===== src/rtl/fp_stream_accumulator_if.sv =====
// Stream/result bundle for fp_stream_accumulator: run control, element input
// stream and held result.
interface fp_stream_accumulator_if #(parameter int CNT_W = 16);
    logic             start;
    logic [CNT_W-1:0] len;
    logic             in_valid;
    logic             in_ready;
    logic [31:0]      in_data;
    logic             out_valid;
    logic             out_ready;
    logic [31:0]      out_sum;
    logic [CNT_W-1:0] out_count;
    logic             ovf_sticky;
    logic             unf_sticky;
    logic             busy;

    modport master (
        output start, len, in_valid, in_data, out_ready,
        input  in_ready, out_valid, out_sum, out_count, ovf_sticky, unf_sticky, busy
    );
    modport slave (
        input  start, len, in_valid, in_data, out_ready,
        output in_ready, out_valid, out_sum, out_count, ovf_sticky, unf_sticky, busy
    );
endinterface


===== src/rtl/fp_stream_accumulator.sv =====
// fp32 run accumulator around a single-cycle fp_adder (IDLE/ACCUM/DONE).
// Optional macro FP_ACC_SATURATE_EN: saturate to +/-inf or +/-0 and freeze after overflow.
module fp_adder (
    input  logic [31:0] A,
    input  logic [31:0] B,
    output logic [31:0] Sum,
    output logic        overflow,
    output logic        underflow
);
    logic [31:0] big, sml;
    logic [7:0]  eb, es, d;
    logic [27:0] mb, ms, s;
    logic [9:0]  e;
    logic [4:0]  lz;
    logic        found;

    // Truncating adder; denormal inputs count as zero, exceptions return 0.5.
    always_comb begin
        if (A[30:0] >= B[30:0]) begin big = A; sml = B; end
        else                    begin big = B; sml = A; end
        eb = big[30:23];
        es = sml[30:23];
        mb = (eb == 8'd0) ? 28'd0 : {2'b01, big[22:0], 3'b000};
        ms = (es == 8'd0) ? 28'd0 : {2'b01, sml[22:0], 3'b000};
        d  = eb - es;
        ms = (d > 8'd26) ? 28'd0 : (ms >> d);
        s  = (big[31] == sml[31]) ? (mb + ms) : (mb - ms);
        e  = {2'b00, eb};
        lz = 5'd0;
        found = 1'b0;
        for (int i = 26; i >= 0; i--) begin
            if (!found) begin
                if (s[i]) found = 1'b1;
                else      lz = lz + 5'd1;
            end
        end
        overflow  = 1'b0;
        underflow = 1'b0;
        Sum       = 32'h0;
        if (s != 28'd0) begin
            if (s[27]) begin
                s = s >> 1;
                e = e + 10'd1;
            end else begin
                s = s << lz;
                e = e - {5'd0, lz};
            end
            if (e[9] || e == 10'd0)  underflow = 1'b1;
            else if (e >= 10'd255)   overflow  = 1'b1;
            else                     Sum = {big[31], e[7:0], s[25:3]};
            if (overflow || underflow) Sum = 32'h3F00_0000;
        end
    end
endmodule

module fp_stream_accumulator #(parameter int CNT_W = 16) (
    input  logic                  clk,
    input  logic                  rst,
    fp_stream_accumulator_if.slave bus
);
    typedef enum logic [1:0] {IDLE, ACCUM, DONE} state_t;

    state_t           state_q;
    logic [CNT_W-1:0] len_q, cnt_q, cnt_d;
    logic [31:0]      acc_q, acc_d;
    logic             ovf_q, ovf_d, unf_q, unf_d;
    logic             in_ready_q, out_valid_q;
    logic [31:0]      add_sum;
    logic             add_ovf, add_unf;

    fp_adder u_add (
        .A         (acc_q),
        .B         (bus.in_data),
        .Sum       (add_sum),
        .overflow  (add_ovf),
        .underflow (add_unf)
    );

    // First element of a run loads directly so the adder never sees a stale acc.
    always_comb begin
        cnt_d = cnt_q + 1'b1;
        acc_d = acc_q;
        ovf_d = ovf_q;
        unf_d = unf_q;
        if (cnt_q == '0) begin
            acc_d = bus.in_data;
        end else begin
            ovf_d = ovf_q | add_ovf;
            unf_d = unf_q | add_unf;
`ifdef FP_ACC_SATURATE_EN
            if (ovf_q)        acc_d = acc_q;
            else if (add_ovf) acc_d = {bus.in_data[31], 8'hFF, 23'h0};
            else if (add_unf) acc_d = {bus.in_data[31], 31'h0};
            else              acc_d = add_sum;
`else
            acc_d = add_sum;
`endif
        end
    end

    always_ff @(posedge clk) begin
        if (rst) begin
            state_q     <= IDLE;
            len_q       <= '0;
            cnt_q       <= '0;
            acc_q       <= 32'h0;
            ovf_q       <= 1'b0;
            unf_q       <= 1'b0;
            in_ready_q  <= 1'b0;
            out_valid_q <= 1'b0;
        end else begin
            case (state_q)
                IDLE: if (bus.start) begin
                    len_q <= bus.len;
                    cnt_q <= '0;
                    acc_q <= 32'h0;
                    ovf_q <= 1'b0;
                    unf_q <= 1'b0;
                    if (bus.len == '0) begin
                        state_q     <= DONE;
                        out_valid_q <= 1'b1;
                    end else begin
                        state_q    <= ACCUM;
                        in_ready_q <= 1'b1;
                    end
                end
                ACCUM: if (bus.in_valid && in_ready_q) begin
                    cnt_q <= cnt_d;
                    acc_q <= acc_d;
                    ovf_q <= ovf_d;
                    unf_q <= unf_d;
                    if (cnt_d == len_q) begin
                        state_q     <= DONE;
                        in_ready_q  <= 1'b0;
                        out_valid_q <= 1'b1;
                    end
                end
                DONE: if (bus.out_ready) begin
                    state_q     <= IDLE;
                    out_valid_q <= 1'b0;
                end
                default: state_q <= IDLE;
            endcase
        end
    end

    assign bus.in_ready   = in_ready_q;
    assign bus.out_valid  = out_valid_q;
    assign bus.out_sum    = acc_q;
    assign bus.out_count  = cnt_q;
    assign bus.ovf_sticky = ovf_q;
    assign bus.unf_sticky = unf_q;
    assign bus.busy       = (state_q != IDLE);
endmodule

===== src/flat_wrapper.sv =====
// flat-port wrapper written by rule: the top's interface ports become plain ports
module fp_stream_accumulator_flat 
#(parameter int CNT_W = 16)
  (clk, rst, bus_start, bus_len, bus_in_valid, bus_in_data, bus_out_ready, bus_in_ready, bus_out_valid, bus_out_sum, bus_out_count, bus_ovf_sticky, bus_unf_sticky, bus_busy);
  fp_stream_accumulator_if #(.CNT_W(CNT_W)) bus_i ();
  input  logic clk;
  input  logic rst;
  input wire logic [$bits(bus_i.start)-1:0] bus_start;
  input wire logic [$bits(bus_i.len)-1:0] bus_len;
  input wire logic [$bits(bus_i.in_valid)-1:0] bus_in_valid;
  input wire logic [$bits(bus_i.in_data)-1:0] bus_in_data;
  input wire logic [$bits(bus_i.out_ready)-1:0] bus_out_ready;
  output wire logic [$bits(bus_i.in_ready)-1:0] bus_in_ready;
  output wire logic [$bits(bus_i.out_valid)-1:0] bus_out_valid;
  output wire logic [$bits(bus_i.out_sum)-1:0] bus_out_sum;
  output wire logic [$bits(bus_i.out_count)-1:0] bus_out_count;
  output wire logic [$bits(bus_i.ovf_sticky)-1:0] bus_ovf_sticky;
  output wire logic [$bits(bus_i.unf_sticky)-1:0] bus_unf_sticky;
  output wire logic [$bits(bus_i.busy)-1:0] bus_busy;
  assign bus_i.start = bus_start;
  assign bus_i.len = bus_len;
  assign bus_i.in_valid = bus_in_valid;
  assign bus_i.in_data = bus_in_data;
  assign bus_i.out_ready = bus_out_ready;
  assign bus_in_ready = bus_i.in_ready;
  assign bus_out_valid = bus_i.out_valid;
  assign bus_out_sum = bus_i.out_sum;
  assign bus_out_count = bus_i.out_count;
  assign bus_ovf_sticky = bus_i.ovf_sticky;
  assign bus_unf_sticky = bus_i.unf_sticky;
  assign bus_busy = bus_i.busy;
  fp_stream_accumulator #(.CNT_W(CNT_W)) u_core (.clk(clk), .rst(rst), .bus(bus_i));
endmodule

===== config.mk =====
export PLATFORM = sky130hd
export DESIGN_NAME = fp_stream_accumulator_flat
export DESIGN_NICKNAME = d
export VERILOG_FILES = /design/src/rtl/fp_stream_accumulator_if.sv /design/src/rtl/fp_stream_accumulator.sv /design/src/flat_wrapper.sv
export SDC_FILE = /design/constraint.sdc
export NUM_CORES = 1
export LEC_CHECK = 0
export ABC_AREA = 1
export ABC_CLOCK_PERIOD_IN_PS = 28900
export BUFFER_PORTS_ARGS = -buffer_cell sky130_fd_sc_hd__buf_2
export CORE_MARGIN = 2
export CORE_UTILIZATION = 48
export DETAILED_ROUTE_END_ITERATION = 8
export HOLD_SLACK_MARGIN = 0.08
export PLACE_DENSITY = 0.76
export SLEW_MARGIN = 20
export SYNTH_ARGS = -nofsm -noshare
export SYNTH_HDL_FRONTEND = slang
export SYNTH_SLANG_ARGS = --single-unit
export TNS_END_PERCENT = 10

===== constraint.sdc =====
create_clock -name clk -period 28.9 [get_ports clk]
set_input_delay 5.78 -clock clk [delete_from_list [all_inputs] [get_ports clk]]
set_output_delay 5.78 -clock clk [all_outputs]
set_load 0.01 [all_outputs]

Word-level counts from Yosys, hierarchy flattened
Index checks and enable logic that the tools add are counted.
W data, S select, Z words.
{ "totals": {"reg_bits": 70, "inputBits": 53, "output_inout_bits": 53, "wordCells": 232} }
{ "classes": {"addsub": 32, "n_lt_le_gt_ge": 3, "eq_ne": 11, "shift": 2, "muxes": 155, "n_bitwise": 2, "n_reduce_logical": 19} }
{ "op_table": {"columns": ["op", "n"], "rows": [
  ["$mux W32", 9],
  ["$mux W5", 52],
  ["$add A5 B1 Y5 const B", 26],
  ["$mux W1", 73],
  ["$pmux W32 S2", 1],
  ["$mux W28", 2],
  ["$mux W27", 2],
  ["$logic_not A16 Y1", 2],
  ["$mux W16", 2],
  ["$pmux W16 S2", 1],
  ["$ge A31 B31 Y1", 1],
  ["$add A27 B28 Y28", 1],
  ["$reduce_bool A28 Y1", 1],
  ["$shl A28 B5 Y26", 1],
  ["$shr A27 B8 Y28", 1],
  ["$sub A27 B28 Y28", 1],
  ["$mux W26", 1],
  ["$mux W10", 2],
  ["$add A16 B1 Y16 const B", 1],
  ["$eq A16 B16 Y1", 1],
  ["$logic_not A8 Y1", 2],
  ["$ge A10 B8 Y1 const B", 1],
  ["$logic_not A10 Y1", 1],
  ["$mux W2", 5],
  ["23 further kinds", 34]
]} }

Longest topological paths before layout
{ "logic_depth": {"ltp_word": 100, "ltp_mapped": 170, "depth_no_buf": 166} }

By module
Synthesis repeated with hierarchy kept, for this count alone.
{ "hier_totals": {"cells_unflattened": 2774, "hier_area_um2": 14868.0} }
{ "modules_own_cells": {"columns": ["mod", "instances", "cells_per_inst", "area_each_um2", "seq_area_each_um2"], "rows": [
  ["fp_adder", 1, 2212, 11187.0, 0.0],
  ["fp_stream_accumulator", 1, 562, 3681.0, 1401.3]
]} }

Worst setup path before layout
No wires, ideal clock.
{ "synth_timing": {"kind": "input -> register", "startpoint": "in bus_in_data[23]", "endpoint": "reg u_core.acc_q[21], in the netlist u_core.bus.out_sum[21]", "setup_ps": 132, "t_arrival_ps": 24005, "t_required_ps": 28768, "slack_ps": 4763, "stages": 162, "n_path_buf": 5, "cell_sequence": "inv_1 > ha_1 > buf_4 > inv_2 > nor3_1 > nand3_1 > nor4_1 > nand4_1 > o2111ai_1 > nor2_1 > nand2_1 > buf_2 > nand2_1 > o21ai_1 > inv_1 > or2_1 > ha_1 > a21o_1 > [126 not listed] > nand3_1 > nand2_1 > nand2_1 > nand2_1 > a21oi_1 > nand3_1 > xnor2_1 > nand2_1 > nand2_1 > nor2_1 > nand4_1 > nand3_2 > buf_2 > nor2_1 > nand2_1 > nand2_1 > nand2_1 > a21oi_1"} }
{ "synth_via": {"elab_chain_cells": 100, "word_cells_on_any_way": 168, "classes_between": "add/sub (31); order compare (3); eq/ne (1); shift (2); mux (125); reduce/logical (6)"} }
{ "synth_rtl": {"columns": ["item", "line_no", "source"], "rows": [
  ["start: declaration", "flat_wrapper.sv:11", "input wire logic [$bits(bus_i.in_data)-1:0] bus_in_data;"],
  ["branches (longest 96 deep; another with $ge A31 B31 Y1)", null, null],
  ["$mux W32 (*)", "fp_stream_accumulator.sv:40", "if (s != 28'd0) begin"],
  ["$mux W32 (*)", "fp_stream_accumulator.sv:85", "if (cnt_q == '0) begin"],
  ["$mux W32 (*)", "fp_stream_accumulator.sv:127", "ACCUM: if (bus.in_valid && in_ready_q) begin"],
  ["$pmux W32 S2 (*)", "fp_stream_accumulator.sv:112", "case (state_q)"],
  ["end signal: assignment", "fp_stream_accumulator.sv:106", "acc_q <= 32'h0;"],
  ["end signal: assignment", "fp_stream_accumulator.sv:116", "acc_q <= 32'h0;"],
  ["end signal: assignment", "fp_stream_accumulator.sv:129", "acc_q <= acc_d;"],
  ["end: declaration", "fp_stream_accumulator.sv:65", "logic [31:0] acc_q, acc_d;"]
]} }
Every way passes the cells marked *. The select of a mux whose other input is x is not followed.
A chain may end at the register's enable or synchronous reset.

Final worst setup path
Ends and elaborated chain as after synthesis.

==> metrics.txt <==
max-cap violations 0; Post-synth EDFFs 0; worst setup path start bus_in_data[23]; CP max-delay cell a2111o_1; Global Route Usage Sum 0.305; Tmin final 26910 ps; most frequent cells after synthesis nand2_1, inv_1, nand3_1; Tightest Pin Transition 876 ps; clk buf depth 2; Reg2Reg Setup Slack 7240 ps; Peak VDD IR 61.9 uV; cell mode on critical path nand2_1; CP arrival 27180 ps; vias in the first global route 16800; Antenna diodes 0; Starting DRT DRC Count 1976; ratio of cells with drive above 1 in the final layout 0.0951; total core area 30700 sq um; port bufs 105; Crit path required time 29170 ps; initial antenna violation count 0; die width 181 um; Clock Sinks 70; pwr dens 106 nW/um^2; Post-Synth XOR/XNOR Area 0.0414; gp weighted congestion 1.00; slew margin rel. 0.412; synthesized area per cell 5.20 sq um; main flop type after synthesis dfxtp_1; synth top area cells nand2_1, nand3_1, dfxtp_1, inv_1, ha_1; Seq. cell area 1400 sq um; Final nets 3073; die height 181 um; Worst Hold Launch u_core.bus.out_valid; sequential share of the synthesized area 0.0936; Reg-to-Reg Start u_core.bus.out_sum[1]; via total after detailed routing 18800; final core utilization 0.529; area delta synth->final 8.35%; P_leak 8.92 nW; Post-synth ARST share 0; fill count 3235; Synth cell types 60; crit-path leading delay family simple AND/OR/NAND/NOR gates; most numerous cell in the Yosys netlist nand2_1; CTS Hold Bufs 0; Max Clock Skew 9.33 ps; final hold violations 0; clk slew on worst S/H paths 70 ps; final setup fails 0; Remaining DRCs 0; startpoint types input port; CP max FO 28; Warnings, synthesis 0; Yosys top cell area share 0.252; Hold WC Path Type reg2reg; cell type with the largest total area after synthesis nand2_1; Initial Util 0.488; largest net degree at the start of global routing 71; compound-gate portion of the synthesized area 0.138; first-pass GRT wire length 83500 um; Root Driver clkbuf_16; Clock Latency Late Sink 340 ps; TNS Setup 0 ps; grt ovf 0; CP max stage delay 410 ps; Synth Instances 2879; WP buf/inv 24; status completed; Synth Area in Adders 0.0771; die area 32600 sq um; TritonCTS clock tree built; DRT antenna net count 0; row cnt 64; critical path type in2reg; # IOs 106; wirelength, routed 51800 um; CTS Buf Count 9; CP endpoint kind flop; Mapped Area 15000 sq um; syn nets 3023; fmax 0.0372 GHz; final slew viol count 0; drt first pass iters 8; simple-gate share of the synthesized area 0.516; H-tree level count 3; hpwl dp 41500 um; Final Cycle Share 0.931; largest family of logic cells by synthesized area simple AND/OR/NAND/NOR gates; mux share of post-synthesis cell area 0.00201; area of the multi-input gates 11700 sq um; Yosys reg bits 70; vias per inst 5.64; WL/cell 15.5 um
-- power by group --
part	internal (mW)	leakage [nW]	switching, mW
Sequential	0.104	0.569	0.00871
Combinational	0.451	8.19	1.03
Clock	0.0765	0.154	0.0473
-- per-stage QoR --
| stage | hold slack, ps | power, mW | worst slack, ps | area (sq um) | std cells |
|---|---|---|---|---|---|
| after floorplan | 444 | 1.19 | 4760 | 15000 | 2879 |
| after global placement | 457 | 1.52 | 1860 | 15800 | 3310 |
| after detailed placement | 464 | 1.54 | 1040 | 15800 | 3310 |
| after CTS | 476 | 1.67 | 1290 | 16100 | 3326 |
| after global routing | 504 | 1.89 | -11.3 | 16200 | 3330 |
| final | 473 | 1.71 | 1990 | 16200 | 3330 |
-- area by class of cell --
cell class	instances	area share
clock buffer	10	0.0141
clock inverter	6	0.00579
inverter	412	0.0970
multi-input combinational	2307	0.722
sequential	70	0.0864
tap	396	0.0305
timing repair buffer	129	0.0440
-- layout by cell type (no fill, tap or decap), types with 6 or more instances in the layout --
cell,synthesis,layout
a211oi_1,27,27
a21oi_1,136,135
a21oi_2,6,7
buf_2,17,105
buf_4,7,23
clkbuf_16,0,9
clkinv_1,10,9
dfxtp_1,70,70
ha_1,89,89
inv_1,371,371
inv_2,23,21
inv_4,6,8
nand2_1,1007,1005
nand2_2,23,24
nand2_4,7,8
nand3_1,313,312
nand3_2,13,12
nand3b_1,7,7
nand4_1,46,46
nor2_1,250,246
nor2_2,8,11
nor2_4,5,6
nor2_8,6,6
nor3_1,51,51
nor4_1,10,8
o211ai_1,18,18
o21ai_0,123,123
o21ai_1,24,21
o22ai_1,10,10
or2_1,8,8
or2_2,10,10
xnor2_1,22,22
xor2_1,45,44
-- state kept, by name (all words and copies together) (netlist names) --
name	cells
u_core.state_q	2
u_core.len_q	16
u_core.bus.in_ready	1
u_core.bus.out_valid	1
u_core.bus.unf_sticky	1
u_core.bus.ovf_sticky	1
u_core.bus.out_count	16
u_core.bus.out_sum	32
-- tightest hold or removal path: stages, from the launching register on --
cell     delay [ps]
dfxtp_1         310
o21ai_0          60
a21oi_1          60
-- worst paths after layout --
check | end | cells after the start
worst max register to register | u_core.bus.out_sum[21] | 161
worst min-delay path | u_core.bus.out_valid | 2
worst max-delay path | u_core.bus.out_sum[21] | 165
worst min register to register | u_core.bus.out_valid | 2
-- layer usage --
metal | vias up | wire [um] | GRT usage
li1 | 9345 | - | -
met4 | 0 | 1890 | 0.0977
met3 | 120 | 4910 | 0.0485
met5 | - | 0 | 0
met1 | 8430 | 22400 | 0.413
met2 | 874 | 22500 | 0.494
-- cells by family (layout without fill, tap and decap cells) --
logic type,Yosys count,count (layout)
compound gates,369,369
xor+xnor,69,69
fa+ha+maj,91,91
buf+inv,504,557
flops,70,70
mux,3,3
simple gates,1773,1775
-- repair_timing --
action	in CTS	in global routing
resized for setup	0	21
setup buffers	0	2
setup endpoints to repair	0	34
No activity file was read; power rests on OpenSTA's default activity.
